[config.mk]
export PLATFORM = sky130hd
export DESIGN_NAME = lfsr_seq_ctrl_flat
export DESIGN_NICKNAME = d
export VERILOG_FILES = /design/src/rtl/lfsr_seq_pkg.sv /design/src/rtl/lfsr_seq_ctrl_if.sv /design/src/rtl/lfsr_seq_cnt.sv /design/src/rtl/lfsr_seq_ctrl.sv /design/src/flat_wrapper.sv
export SDC_FILE = /design/constraint.sdc
export NUM_CORES = 1
export LEC_CHECK = 0
export CORE_MARGIN = 2
export CORE_UTILIZATION = 32
export DETAILED_ROUTE_END_ITERATION = 10
export HOLD_SLACK_MARGIN = 0.1
export PLACE_DENSITY_LB_ADDON = 0.2
export SLEW_MARGIN = 20
export SYNTH_ARGS = -nofsm -noshare
export SYNTH_HDL_FRONTEND = slang
export SYNTH_SLANG_ARGS = --single-unit
[constraint.sdc]
create_clock -name clock -period 2.5 [get_ports clock]
set_input_delay 0.5 -clock clock [delete_from_list [all_inputs] [get_ports clock]]
set_output_delay 0.5 -clock clock [all_outputs]
set_load 0.05 [all_outputs]
[src/rtl/lfsr_seq_pkg.sv]
// Shared definitions for the LFSR sequencing controller.
//   state_e            : controller FSM states
//   LFSR_W_DEFAULT     : LFSR width, also serial bits per read-out
//   SHIFT_W_DEFAULT    : width of the generate-cycle count
package lfsr_seq_pkg;

  localparam int LFSR_W_DEFAULT  = 8;
  localparam int SHIFT_W_DEFAULT = 8;

  typedef enum logic [2:0] {
    IDLE    = 3'd0,
    RESEED  = 3'd1,
    SHIFT   = 3'd2,
    READ    = 3'd3,
    WAIT    = 3'd4,
    PRESENT = 3'd5
  } state_e;

endpackage

[src/rtl/lfsr_seq_ctrl_if.sv]
// Byte output channel of the LFSR sequencing controller.
//   rnd_data  : assembled random byte
//   rnd_valid : rnd_data is valid
//   rnd_ready : consumer accepts the byte
//
// Handshake: a transfer happens on every rising clock edge where
// rnd_valid && rnd_ready. Once rnd_valid is high, the producer keeps
// rnd_valid and rnd_data unchanged until that transfer; rnd_valid never
// depends combinationally on rnd_ready.
interface lfsr_seq_ctrl_if
  import lfsr_seq_pkg::*;
#(
  parameter int W = LFSR_W_DEFAULT
);

  logic [W-1:0] rnd_data;
  logic         rnd_valid;
  logic         rnd_ready;

  modport master (output rnd_data, output rnd_valid, input rnd_ready);
  modport slave  (input rnd_data, input rnd_valid, output rnd_ready);

endinterface

[src/rtl/lfsr_seq_cnt.sv]
// Loadable down-counter shared by the SHIFT and READ phases.
//   clock, reset : clock and asynchronous active-low reset
//   load         : load load_val (wins over dec)
//   load_val     : value loaded on state entry
//   dec          : count down by one (saturates at zero)
//   tc           : terminal count, the current cycle is the last one (count == 1)
//   zero         : count is zero
module lfsr_seq_cnt
  import lfsr_seq_pkg::*;
#(
  parameter int W = SHIFT_W_DEFAULT
) (
  input  logic         clock,
  input  logic         reset,
  input  logic         load,
  input  logic [W-1:0] load_val,
  input  logic         dec,
  output logic         tc,
  output logic         zero
);

  logic [W-1:0] cnt_q, cnt_d;

  always_comb begin
    cnt_d = cnt_q;
    if (load) begin
      cnt_d = load_val;
    end else if (dec && (cnt_q != '0)) begin
      cnt_d = cnt_q - 1'b1;
    end
  end

  always_ff @(posedge clock or negedge reset) begin
    if (!reset) begin
      cnt_q <= '0;
    end else begin
      cnt_q <= cnt_d;
    end
  end

  assign tc   = (cnt_q == W'(1));
  assign zero = (cnt_q == '0);

endmodule

[src/rtl/lfsr_seq_ctrl.sv]
// Sequencing controller for an 8-bit Galois LFSR: optionally reseeds it,
// clocks it for shift_count generate cycles, drives its serial read-out and
// reassembles the bits into a byte offered on a valid/ready channel.
//   clock, reset     : clock and asynchronous active-low reset
//   start, reseed    : request (sampled in IDLE only) and its reseed qualifier
//   shift_count      : generate cycles, captured on accept
//   busy             : high in every state except IDLE
//   lfsr_rst_n       : LFSR reset pin, low only during RESEED (flopped)
//   lfsr_enable      : LFSR enable pin, high in SHIFT
//   lfsr_out_enable  : LFSR out_enable pin, high in READ
//   lfsr_valid       : LFSR Valid pin
//   lfsr_out         : LFSR OUT pin
//   rnd_if           : byte output channel (master side)
//   dbg_state        : current FSM state
module lfsr_seq_ctrl
  import lfsr_seq_pkg::*;
#(
  parameter int SHIFT_W = SHIFT_W_DEFAULT,
  parameter int LFSR_W  = LFSR_W_DEFAULT
) (
  input  logic               clock,
  input  logic               reset,
  input  logic               start,
  input  logic               reseed,
  input  logic [SHIFT_W-1:0] shift_count,
  output logic               busy,
  output logic               lfsr_rst_n,
  output logic               lfsr_enable,
  output logic               lfsr_out_enable,
  input  logic               lfsr_valid,
  input  logic               lfsr_out,
  lfsr_seq_ctrl_if.master    rnd_if,
  output state_e             dbg_state
);

  // The counter must hold both the largest shift count and the read length.
  localparam int CNT_W = (SHIFT_W > $clog2(LFSR_W + 1)) ? SHIFT_W : $clog2(LFSR_W + 1);
  localparam logic [CNT_W-1:0] READ_LEN = CNT_W'(LFSR_W);

  state_e            state_q, state_d;
  logic              lfsr_rst_n_q, lfsr_rst_n_d;
  logic [LFSR_W-1:0] rnd_data_q, rnd_data_d;

  logic              cnt_load;
  logic [CNT_W-1:0]  cnt_val;
  logic              cnt_dec;
  logic              cnt_tc;
  logic              cnt_zero;

  lfsr_seq_cnt #(.W(CNT_W)) u_cnt (
    .clock    (clock),
    .reset    (reset),
    .load     (cnt_load),
    .load_val (cnt_val),
    .dec      (cnt_dec),
    .tc       (cnt_tc),
    .zero     (cnt_zero)
  );

  // Next state and counter control. The counter is loaded with shift_count
  // on accept; RESEED leaves it untouched so SHIFT starts from the captured
  // value. Entering READ always reloads it with the read length.
  always_comb begin
    state_d  = state_q;
    cnt_load = 1'b0;
    cnt_val  = '0;
    cnt_dec  = 1'b0;
    unique case (state_q)
      IDLE: begin
        if (start) begin
          cnt_load = 1'b1;
          cnt_val  = CNT_W'(shift_count);
          if (reseed) begin
            state_d = RESEED;
          end else if (shift_count == '0) begin
            state_d = READ;
            cnt_val = READ_LEN;
          end else begin
            state_d = SHIFT;
          end
        end
      end
      RESEED: begin
        if (cnt_zero) begin
          state_d  = READ;
          cnt_load = 1'b1;
          cnt_val  = READ_LEN;
        end else begin
          state_d = SHIFT;
        end
      end
      SHIFT: begin
        cnt_dec = 1'b1;
        if (cnt_tc) begin
          state_d  = READ;
          cnt_load = 1'b1;
          cnt_val  = READ_LEN;
        end
      end
      READ: begin
        cnt_dec = 1'b1;
        if (cnt_tc) begin
          state_d = WAIT;
        end
      end
      WAIT: begin
        state_d = PRESENT;
      end
      PRESENT: begin
        if (rnd_if.rnd_ready) begin
          state_d = IDLE;
        end
      end
      default: begin
        state_d = IDLE;
      end
    endcase
  end

  // The LFSR Valid pin lags out_enable by one cycle, so the last serial bit
  // arrives during WAIT; capture therefore covers READ and WAIT. The first
  // bit lands in bit 0 after all shifts, reproducing the LFSR register value.
  always_comb begin
    rnd_data_d = rnd_data_q;
    if (((state_q == READ) || (state_q == WAIT)) && lfsr_valid) begin
      rnd_data_d = {lfsr_out, rnd_data_q[LFSR_W-1:1]};
    end
  end

  // Decoding from state_d makes the flop output low exactly while the state
  // register holds RESEED, without any combinational path to the LFSR reset.
  always_comb begin
    lfsr_rst_n_d = (state_d != RESEED);
  end

  always_ff @(posedge clock or negedge reset) begin
    if (!reset) begin
      state_q      <= IDLE;
      lfsr_rst_n_q <= 1'b0;
      rnd_data_q   <= '0;
    end else begin
      state_q      <= state_d;
      lfsr_rst_n_q <= lfsr_rst_n_d;
      rnd_data_q   <= rnd_data_d;
    end
  end

  assign busy             = (state_q != IDLE);
  assign lfsr_rst_n       = lfsr_rst_n_q;
  assign lfsr_enable      = (state_q == SHIFT);
  assign lfsr_out_enable  = (state_q == READ);
  assign rnd_if.rnd_valid = (state_q == PRESENT);
  assign rnd_if.rnd_data  = rnd_data_q;
  assign dbg_state        = state_q;

endmodule

[src/flat_wrapper.sv]
// flat-port wrapper written by rule: the top's interface ports become plain ports
module lfsr_seq_ctrl_flat import lfsr_seq_pkg::*;
#(
  parameter int SHIFT_W = SHIFT_W_DEFAULT,
  parameter int LFSR_W  = LFSR_W_DEFAULT
)
  (clock, reset, start, reseed, shift_count, busy, lfsr_rst_n, lfsr_enable, lfsr_out_enable, lfsr_valid, lfsr_out, dbg_state, rnd_if_rnd_data, rnd_if_rnd_valid, rnd_if_rnd_ready);
  lfsr_seq_ctrl_if #(.W(8)) rnd_if_i ();
  input  logic clock;
  input  logic reset;
  input  logic start;
  input  logic reseed;
  input  logic [SHIFT_W-1:0] shift_count;
  output logic busy;
  output logic lfsr_rst_n;
  output logic lfsr_enable;
  output logic lfsr_out_enable;
  input  logic lfsr_valid;
  input  logic lfsr_out;
  output state_e dbg_state;
  output wire logic [$bits(rnd_if_i.rnd_data)-1:0] rnd_if_rnd_data;
  output wire logic [$bits(rnd_if_i.rnd_valid)-1:0] rnd_if_rnd_valid;
  input wire logic [$bits(rnd_if_i.rnd_ready)-1:0] rnd_if_rnd_ready;
  assign rnd_if_rnd_data = rnd_if_i.rnd_data;
  assign rnd_if_rnd_valid = rnd_if_i.rnd_valid;
  assign rnd_if_i.rnd_ready = rnd_if_rnd_ready;
  lfsr_seq_ctrl #(.SHIFT_W(SHIFT_W), .LFSR_W(LFSR_W)) u_core (.clock(clock), .reset(reset), .start(start), .reseed(reseed), .shift_count(shift_count), .busy(busy), .lfsr_rst_n(lfsr_rst_n), .lfsr_enable(lfsr_enable), .lfsr_out_enable(lfsr_out_enable), .lfsr_valid(lfsr_valid), .lfsr_out(lfsr_out), .rnd_if(rnd_if_i), .dbg_state(dbg_state));
endmodule
### After elaboration in Yosys (flattened, before gate mapping)

Index checks and enable logic that the tools add are counted.

| operators by class | value |
|---|---|
| add/sub/neg operators | 1 |
| eq/ne operators | 7 |
| mux-type cells | 21 |
| reduce and logical (&&, ||, !) cells | 10 |

Operators by type and width:

| operator | number |
|---|---|
| 8-bit 2-to-1 mux | 5 |
| 8-bit one-hot mux with 3 select lines | 1 |
| 3-bit one-hot mux with 6 select lines | 1 |
| 8-bit zero test | 2 |
| 3-bit 2-to-1 mux | 5 |
| 8-bit by 1-bit == test with 1-bit output (second input constant) | 1 |
| 4-bit 2-to-1 mux | 2 |
| 8-bit nonzero test | 1 |
| 8-bit by 1-bit subtractor with 8-bit output (second input constant) | 1 |
| 3-bit by 2-bit == test with 1-bit output (second input constant) | 2 |
| 3-bit == test (second input constant) | 2 |
| 1-bit 2-to-1 mux | 6 |
| 3-bit by 1-bit == test with 1-bit output (second input constant) | 1 |
| 3-bit zero test | 1 |
| 3-bit by 1-bit != test with 1-bit output (second input constant) | 1 |
| 1-bit one-hot mux with 3 select lines | 1 |
| 3-bit nonzero test | 1 |
| 1-bit logical AND | 2 |
| 2-bit nonzero test | 1 |
| 2-bit OR reduction | 1 |
| 1-bit logical OR | 1 |

| word-level totals | value |
|---|---|
| register bits after elaboration | 20 |
| output and inout port bits | 16 |

### Logic depth before layout (Yosys ltp)

Gate-level depths: netlist (run 1).

| logic depth | value |
|---|---|
| depth after elaboration | 6 |
| gate-level depth with buffers | 6 |
| gate-level depth less buffers | 6 |

### By module

A second synthesis (run 1) with hierarchy kept.

| unflattened totals | value |
|---|---|
| cell total of the unflattened synthesis | 126 |
| area total of the unflattened synthesis | 1306.3 um2 |

By module, submodules not included:

| module | instances | cells each | area an instance (um2) | sequential area each (um2) |
|---|---|---|---|---|
| lfsr_seq_ctrl | 1 | 61 | 716.9 | 300.3 |
| lfsr_seq_cnt | 1 | 65 | 589.3 | 200.2 |

### Worst setup path before layout (run 1)

Ideal clock, no wire load.

| timing path | value |
|---|---|
| kind | reg-to-reg |
| from | reg u_core.state_q[0] (netlist: u_core.dbg_state[0]) |
| to | reg u_core.rnd_data_q[0] (netlist: u_core.rnd_if.rnd_data[0]) |
| setup time | 0.125 ns |
| data arrival time | 2.281 ns |
| setup slack | 0.095 ns |
| cell stages (with the launch flop) | 6 |
| path buffers | 1 |
| clock period less this slack | 2.405 ns |
| cell sequence | dfrtp_1 buf_2 inv_1 nor2_1 o21ai_2 mux2_2 |

| between the ends | value |
|---|---|
| longest elaborated chain between the ends | 3 |
| elaborated cells between the ends (all ways) | 4 |
| those cells by class | eq/ne: 2; reduce/logical: 2 |

Ends and longest elaborated chain:

| item | line | RTL |
|---|---|---|
| from (decl) | lfsr_seq_ctrl.sv:40 | `state_e state_q, state_d;` |
| from (signal assigned) | lfsr_seq_ctrl.sv:142 | `state_q <= state_d;` |
| 3-bit by 2-bit == test with 1-bit output | -- |  |
| net lfsr_out_enable | flat_wrapper.sv:17 | `output logic lfsr_out_enable;` |
| 1-bit logical OR | lfsr_seq_ctrl.sv:125 | `if (((state_q == READ) \|\| (state_q == WAIT)) && lfsr_valid) begin` |
| 1-bit logical AND | lfsr_seq_ctrl.sv:125 |  |
| to (signal assigned) | lfsr_seq_ctrl.sv:144 | `rnd_data_q <= rnd_data_d;` |
| to (decl) | lfsr_seq_ctrl.sv:42 | `logic [LFSR_W-1:0] rnd_data_q, rnd_data_d;` |

The timed path passes the listed nets, and every way through them passes these cells.
A chain may end at the register's enable or synchronous reset.

### Final worst setup path (run 1)

| timing path | value |
|---|---|
| from | reg u_core.state_q[0] (netlist: u_core.dbg_state[0]) |
| to | out busy |

| between the ends | value |
|---|---|
| longest elaborated chain between the ends | 1 |

Ends and longest elaborated chain:

| item | line | RTL |
|---|---|---|
| 3-bit nonzero test | lfsr_seq_ctrl.sv:148 | `assign busy = (state_q != IDLE);` |
| to (decl) | flat_wrapper.sv:14 | `output logic busy;` |

No other way between the ends.

==> results of run 1 <==
## worst max-delay path, delay by kind of cell (launching register included)
family / cells / cell delay (ns)
and+or+nand+nor: 1 / 0.44
DFF: 1 / 0.51
buffers and inverters: 1 / 0.71
## layout by cell type (no fill, tap or decap), drive strengths merged, types with 3 or more instances in the layout
cell,n
nor2,12
o21ai,9
a211oi,3
clkdlybuf4s50,27
clkbuf,3
dfrtp,20
inv,5
mux2,8
ha,3
xnor2,3
nand3b,3
nor4,3
a21oi,3
buf,4
o31ai,3
or3,3
nand2,5
## final timing paths
kind                                                        from                                    end  cells after the start
min in group asynchronous                                  reset          u_core.dbg_state[2]$_DFF_PN0_                      2
min reg2reg                u_core.rnd_if.rnd_data[0]$_DFFE_PN0P_  u_core.rnd_if.rnd_data[0]$_DFFE_PN0P_                      1
max                                u_core.dbg_state[0]$_DFF_PN0_                                   busy                      2
max reg2reg                    u_core.u_cnt.cnt_q[2]$_DFFE_PN0P_      u_core.u_cnt.cnt_q[5]$_DFFE_PN0P_                      4
max in group asynchronous                                  reset      u_core.u_cnt.cnt_q[2]$_DFFE_PN0P_                      2
min                        u_core.rnd_if.rnd_data[0]$_DFFE_PN0P_  u_core.rnd_if.rnd_data[0]$_DFFE_PN0P_                      1
## final cells by class
type	count	area, µm²	area share, %
sequential	20	500.5	31.42
clock buffer	3	41.29	2.592
tap	48	60.06	3.771
inverter	5	18.77	1.178
timing repair buffer	32	312.8	19.64
multi-input combinational	81	629.4	39.51
clock inverter	1	30.03	1.885
## report_power, final
group          switching (mW)  total [mW]  internal (mW)
registers               0.160       0.617          0.456
clock network           0.112       0.325          0.214
logic                   0.603        1.01          0.411
## registers in the layout (all words and copies together), names as in the netlist
signal                  flops
u_core.u_cnt.cnt_q          8
u_core.lfsr_rst_n           1
u_core.rnd_if.rnd_data      8
u_core.dbg_state            3
## routing by layer
layer | global-route usage, % | up-vias
li1 | - | 473
met1 | 17.85 | 460
met2 | 21.88 | 24
met3 | 2.431 | 2
met4 | 4.787 | 0
met5 | 0 | -
## cells by family (layout without fill, tap and decap cells)
group / after synthesis / in the layout / synth area share [%]
XOR/XNOR: 3 / 3 / 2.232
buffers and inverters: 9 / 41 / 4.039
multiplexers: 9 / 9 / 8.502
flip-flops: 20 / 20 / 42.51
AND/OR/NAND/NOR: 39 / 39 / 21.89
adder cells (fa/ha/maj): 3 / 3 / 3.188
AO/OA/AOI/OAI: 27 / 27 / 17.64
## what timing repair did
item | 4_1_cts | 5_1_grt
gates resized for setup | 0 | 1
setup endpoints to repair | 0 | 1
setup buffers | 0 | 0
==> out/results.ini, run 1 <==
[run_status]
status = finished clean

[critical_path]
arrival_ns = 1.92
required_ns = 2.00
critical_path.cell_chain = or3_1, clkdlybuf4s50_1
critical_path_class = flip-flop to primary output
cp-end-kind = primary output
slowest_stage = clkdlybuf4s50_1
max_stage_delay_ns = 0.71
reg2reg_slack_ns = 0.51
start_kind = flip-flop
worstPathMaxFanout = 12

[layout]
final_cells = 190
final_core_util_pct = 44.17
final_area_um2 = 1593
n_antenna_cell = 0
fillCellCount = 352
drive_gt1_share_pct = 17.61
final_nets = 161
syn_to_final_growth_pct = 35.28

[global_routing]
grt_antenna_before_repair = 0
grt_max_degree = 21
grt.overflow.total = 0
grt.total_usage_pct = 13.42
first_global_vias = 924
grt_first_pass_wirelength_um = 4319

[detailed_routing]
drc = 0
dr_wl_met3_um = 113
viasPerCell = 5.047
met1_length_um = 1321
wl_per_cell_um = 14.01
ant_nets = 0
dr.pass1.iters = 4
drtIter0Drc = 34
topRoutingLayerUsed = met4
route.vias.total = 959
route.met2.wl_um = 1203
totalWireLength_um = 2661

[floorplan]
rows = 22
boundaryPins = 31
die_w_um = 64.66
fp.coreArea_um2 = 3606
die_h_um = 64.66
dieArea_um2 = 4180
initial_core_util_pct = 32.65

[synth]
syn_inst = 110
synth_area_leaders = dfrtp_1 43%, mux2_2 7.7%, nor4b_4 4.0%, nor2_1 3.5%, o21ai_0 3.4%
synthTopCellsByCount = 20 x dfrtp_1, 11 x nor2_1, 8 x mux2_2, 8 x o21ai_0
yosysMostFrequentCell = dfrtp_1
ys_types = 37
synth_area_um2 = 1177
synth_area_leader_cell = dfrtp_1
netlist.area_leader.share_pct = 42.51
ys_ff_latch = 20
synth_nets = 128
synth-edff-count = 0
synth_warnings = 0
synth_ff_type = dfrtp_1
synth_area_per_cell_um2 = 10.70
ys_seq_area_share_pct = 42.51
async_reset_ff_share_pct = 100.0

[sta]
rsz0062_at_grt = no
setup_viol = 0
worstMarginPinSlew_ns = 0.5548
clock.fmax_ghz = 0.4139
holdWs_ns = 0.5156
hold_viol_final = 0
fin_crit_sh_pct = 96.64
setup_tns_ns = 0
skew_ns = 0.007159
maxSlewHeadroom_pct = 62.85
min_period_ns = 2.416
finalMaxSlewViolations = 0
finalWorstSetupSlack_ns = 0.08397

[clock_tree]
cts_tree = yes
insertion_delay_ns = 0.26
clk_path_buf_depth = 2
cts_buffers = 3
cts.sinks = 20
hold_buffers = 0
clkTransAtPathRegs_ns = 0.08
h-tree-depth = 1
root_buffer = clkbuf_8

[place]
io_buffers = 30
dpl-instance-area_um2 = 1519
gp_congestion = 0.8096
dpl_worst_slack_ns = 0.2809
post-place-cells = 186
dpl.hpwl_um = 2019

[power]
ir_drop_mv = 0.4183
power_density_nw_per_um2 = 1228
p_leak_nw = 0.6591
power_mw = 1.956

[flow_run]
maxCapViolCount = 0

[min_path]
min_path_type = flip-flop to flip-flop

Power figures use the tool's default switching activity.
==> run 2, diff against run 1 <==
CORE_UTILIZATION = 30   (was 32)
==> run 2 against run 1 <==
- routed wire length up 5.1%
- utilization down 1.9 points
- register-to-register slack better by 0.08 ns
- sequential power up 0.8%
- clock skew down 0.0032 ns
- worst hold slack better by 0.0036 ns
- largest power group unchanged
- flip-flop and latch count unchanged
- clock power down 35%
- via count up 2.9%
- power down 4.2%
- global-route usage up 1.6 points
- critical path depth unchanged
==> out/results.ini, run 2 (synthesis gave the netlist of run 1 again) <==
[place]
post-place-cells = 187  ; was 186
dpl.hpwl_um = 2149  ; was 2019 µm
io_buffers = 30  ; unchanged
gp_congestion = 0.8123  ; was 0.8096

[floorplan]
boundaryPins = 31  ; unchanged
die_w_um = 66.65  ; was 64.66 µm
dieArea_um2 = 4442  ; was 4180 µm²
rows = 22  ; unchanged
initial_core_util_pct = 31.68  ; was 32.65%
die_h_um = 66.65  ; was 64.66 µm
fp.coreArea_um2 = 3716  ; was 3606 µm²

[sta]
setup_viol = 0  ; unchanged
min_period_ns = 2.425  ; was 2.416 ns
hold_viol_final = 0  ; unchanged
finalMaxSlewViolations = 0  ; unchanged
setup_tns_ns = 0  ; unchanged
worstMarginPinSlew_ns = 0.5432  ; was 0.5548 ns
maxSlewHeadroom_pct = 63.51  ; was 62.85%
skew_ns = 0.003998  ; was 0.007159 ns
fin_crit_sh_pct = 97.00  ; was 96.64%
rsz0062_at_grt = no  ; unchanged
clock.fmax_ghz = 0.4124  ; was 0.4139 GHz

[critical_path]
required_ns = 2.00  ; about the same
reg2reg_to = u_core.u_cnt.cnt_q[5]$_DFFE_PN0P_  ; unchanged
arrival_ns = 1.92  ; about the same
cp-end-kind = primary output  ; unchanged
reg2reg_depth = 6  ; was 4
critical_path_class = flip-flop to primary output  ; unchanged
start_kind = flip-flop  ; unchanged
reg2reg_slack_ns = 0.59  ; was 0.51 ns
reg2reg_from = u_core.u_cnt.cnt_q[0]$_DFFE_PN0P_  ; was u_core.u_cnt.cnt_q[2]$_DFFE_PN0P_
worstPathMaxFanout = 12  ; unchanged

[power]
power_density_nw_per_um2 = 1193  ; was 1228 nW/µm²
p_leak_nw = 0.6494  ; was 0.6591 nW
ir_drop_mv = 0.3039  ; was 0.4183 mV

[clock_tree]
clkTransAtPathRegs_ns = 0.07  ; was 0.08 ns
insertion_delay_ns = 0.26  ; about the same
root_buffer = clkbuf_8  ; unchanged
clk_path_buf_depth = 2  ; unchanged
h-tree-depth = 1  ; unchanged
cts_buffers = 3  ; unchanged
hold_buffers = 0  ; unchanged
cts.sinks = 20  ; unchanged
cts_tree = yes  ; unchanged

[detailed_routing]
dr.pass1.iters = 4  ; unchanged
drtIter0Drc = 23  ; was 34
viasPerCell = 5.195  ; was 5.047
wl_per_cell_um = 14.73  ; was 14.01 µm
ant_nets = 0  ; unchanged
totalWireLength_um = 2798  ; was 2661 µm
route.vias.total = 987  ; was 959
drc = 0  ; unchanged

[flow_run]
maxCapViolCount = 0  ; unchanged

[global_routing]
grt.busiest_layer = met2  ; unchanged
grt_first_pass_wirelength_um = 4940  ; was 4319 µm
grt.overflow.total = 0  ; unchanged
grt_max_degree = 21  ; unchanged
grt_use_met2_pct = 25.25  ; was 21.88%
grt.total_usage_pct = 15.01  ; was 13.42%
grt_antenna_before_repair = 0  ; unchanged
use_met3_pct = 2.027  ; was 2.431%
first_global_vias = 1046  ; was 924
grt_util_met1_pct = 18.97  ; was 17.85%

[layout]
layout_common_cells = 27 x clkdlybuf4s50_1, 20 x dfrtp_1, 11 x nor2_1  ; unchanged
drive_gt1_share_pct = 17.61  ; unchanged
final_cells = 190  ; unchanged
mostFrequentLayoutCell = clkdlybuf4s50_1  ; unchanged
final_nets = 162  ; was 161
n_antenna_cell = 0  ; unchanged
fillCellCount = 374  ; was 352
syn_to_final_growth_pct = 33.37  ; was 35.28%

[min_path]
whs_endpoint = u_core.rnd_if.rnd_data[0]$_DFFE_PN0P_  ; unchanged
hold_path_depth = 1  ; unchanged
min_path_type = flip-flop to flip-flop  ; unchanged
worstHoldStart = u_core.rnd_if.rnd_data[0]$_DFFE_PN0P_  ; unchanged

[run_status]
status = finished clean  ; unchanged

==> run 2: changes by cell type in the layout (fill, tap and decap cells not counted) <==
| cell | before | now |
|---|---|---|
| bufinv_16 | 1 | 0 |
| buf_4 | 4 | 5 |
==> run 2: worst max path at each step <==
| stage | startpoint | end | slack [ns] | depth (start not counted) |
|---|---|---|---|---|
| 4_1_cts | u_core.dbg_state[0]$_DFF_PN0_ | busy | 0.06 | 2 |
| 3_5_place_dp | shift_count[0] | u_core.u_cnt.cnt_q[3]$_DFFE_PN0P_ | 0.28 | 5 |
| 3_3_place_gp | shift_count[0] | u_core.u_cnt.cnt_q[3]$_DFFE_PN0P_ | 0.33 | 5 |
| 6_report | u_core.dbg_state[0]$_DFF_PN0_ | busy | 0.08 | 2 |
| 2_1_floorplan | u_core.dbg_state[0]$_DFF_PN0_ | u_core.rnd_if.rnd_data[0]$_DFFE_PN0P_ | 0.09 | 5 |
| 5_1_grt | u_core.dbg_state[0]$_DFF_PN0_ | busy | 0.003 | 2 |
==> run 2: layout make-up <==
cell class,count,area [µm²],share of cell area (%)
multi-input cells,81,629.4,40.08
flip-flops and latches,20,500.5,31.87
repair buffers,33,320.3,20.40
well taps,48,60.06,3.825
inverters,5,18.77,1.195
clock buffers,3,41.29,2.629
==> run 2: metrics by stage <==
| step | hold slack (ns) | utilization [%] | instance area, µm² | setup WS, ns | power [mW] |
|---|---|---|---|---|---|
| 3_3_place_gp | 0.4894 | 41.08 | 1526 | 0.3284 | 1.657 |
| 5_1_grt | 0.5594 | 42.26 | 1570 | 0.003101 | 2.009 |
| 3_5_place_dp | 0.5031 | 41.08 | 1526 | 0.2763 | 1.676 |
| 2_1_floorplan | 0.2044 | - | 1177 | 0.09466 | 1.360 |
| 6_report | 0.5192 | 42.26 | 1570 | 0.07509 | 1.873 |
| 4_1_cts | 0.5213 | 42.19 | 1568 | 0.05728 | 1.892 |
==> run 2: report_power, final <==
| part | internal (mW) | leakage (nW) | switching [mW] |
|---|---|---|---|
| sequential | 0.457 | 0.241 | 0.165 |
| clock | 0.107 | 0.0216 | 0.103 |
| combinational | 0.423 | 0.387 | 0.618 |
==> run 2: routing by layer <==
metal / share of wire, % / vias to the layer above / routed length (µm)
met1: 46 / 478 / 1279
met2: 48 / 29 / 1352
met3: 4.5 / 4 / 127
li1: - / 476 / -
met4: 1.4 / 0 / 40
met5: 0 / - / 0
==> run 2: timing repair <==
item                                    in CTS  in global routing
resized for setup                            0                  1
buffers inserted                             0                  0
endpoints found under the setup margin       0                  1
hold endpoints to repair                     0                  0
==> run 2: worst max-delay path, stage by stage, from the launching register on <==
cell and delay, ns:
dfrtp_1 0.51, or3_1 0.44, clkdlybuf4s50_1 0.71
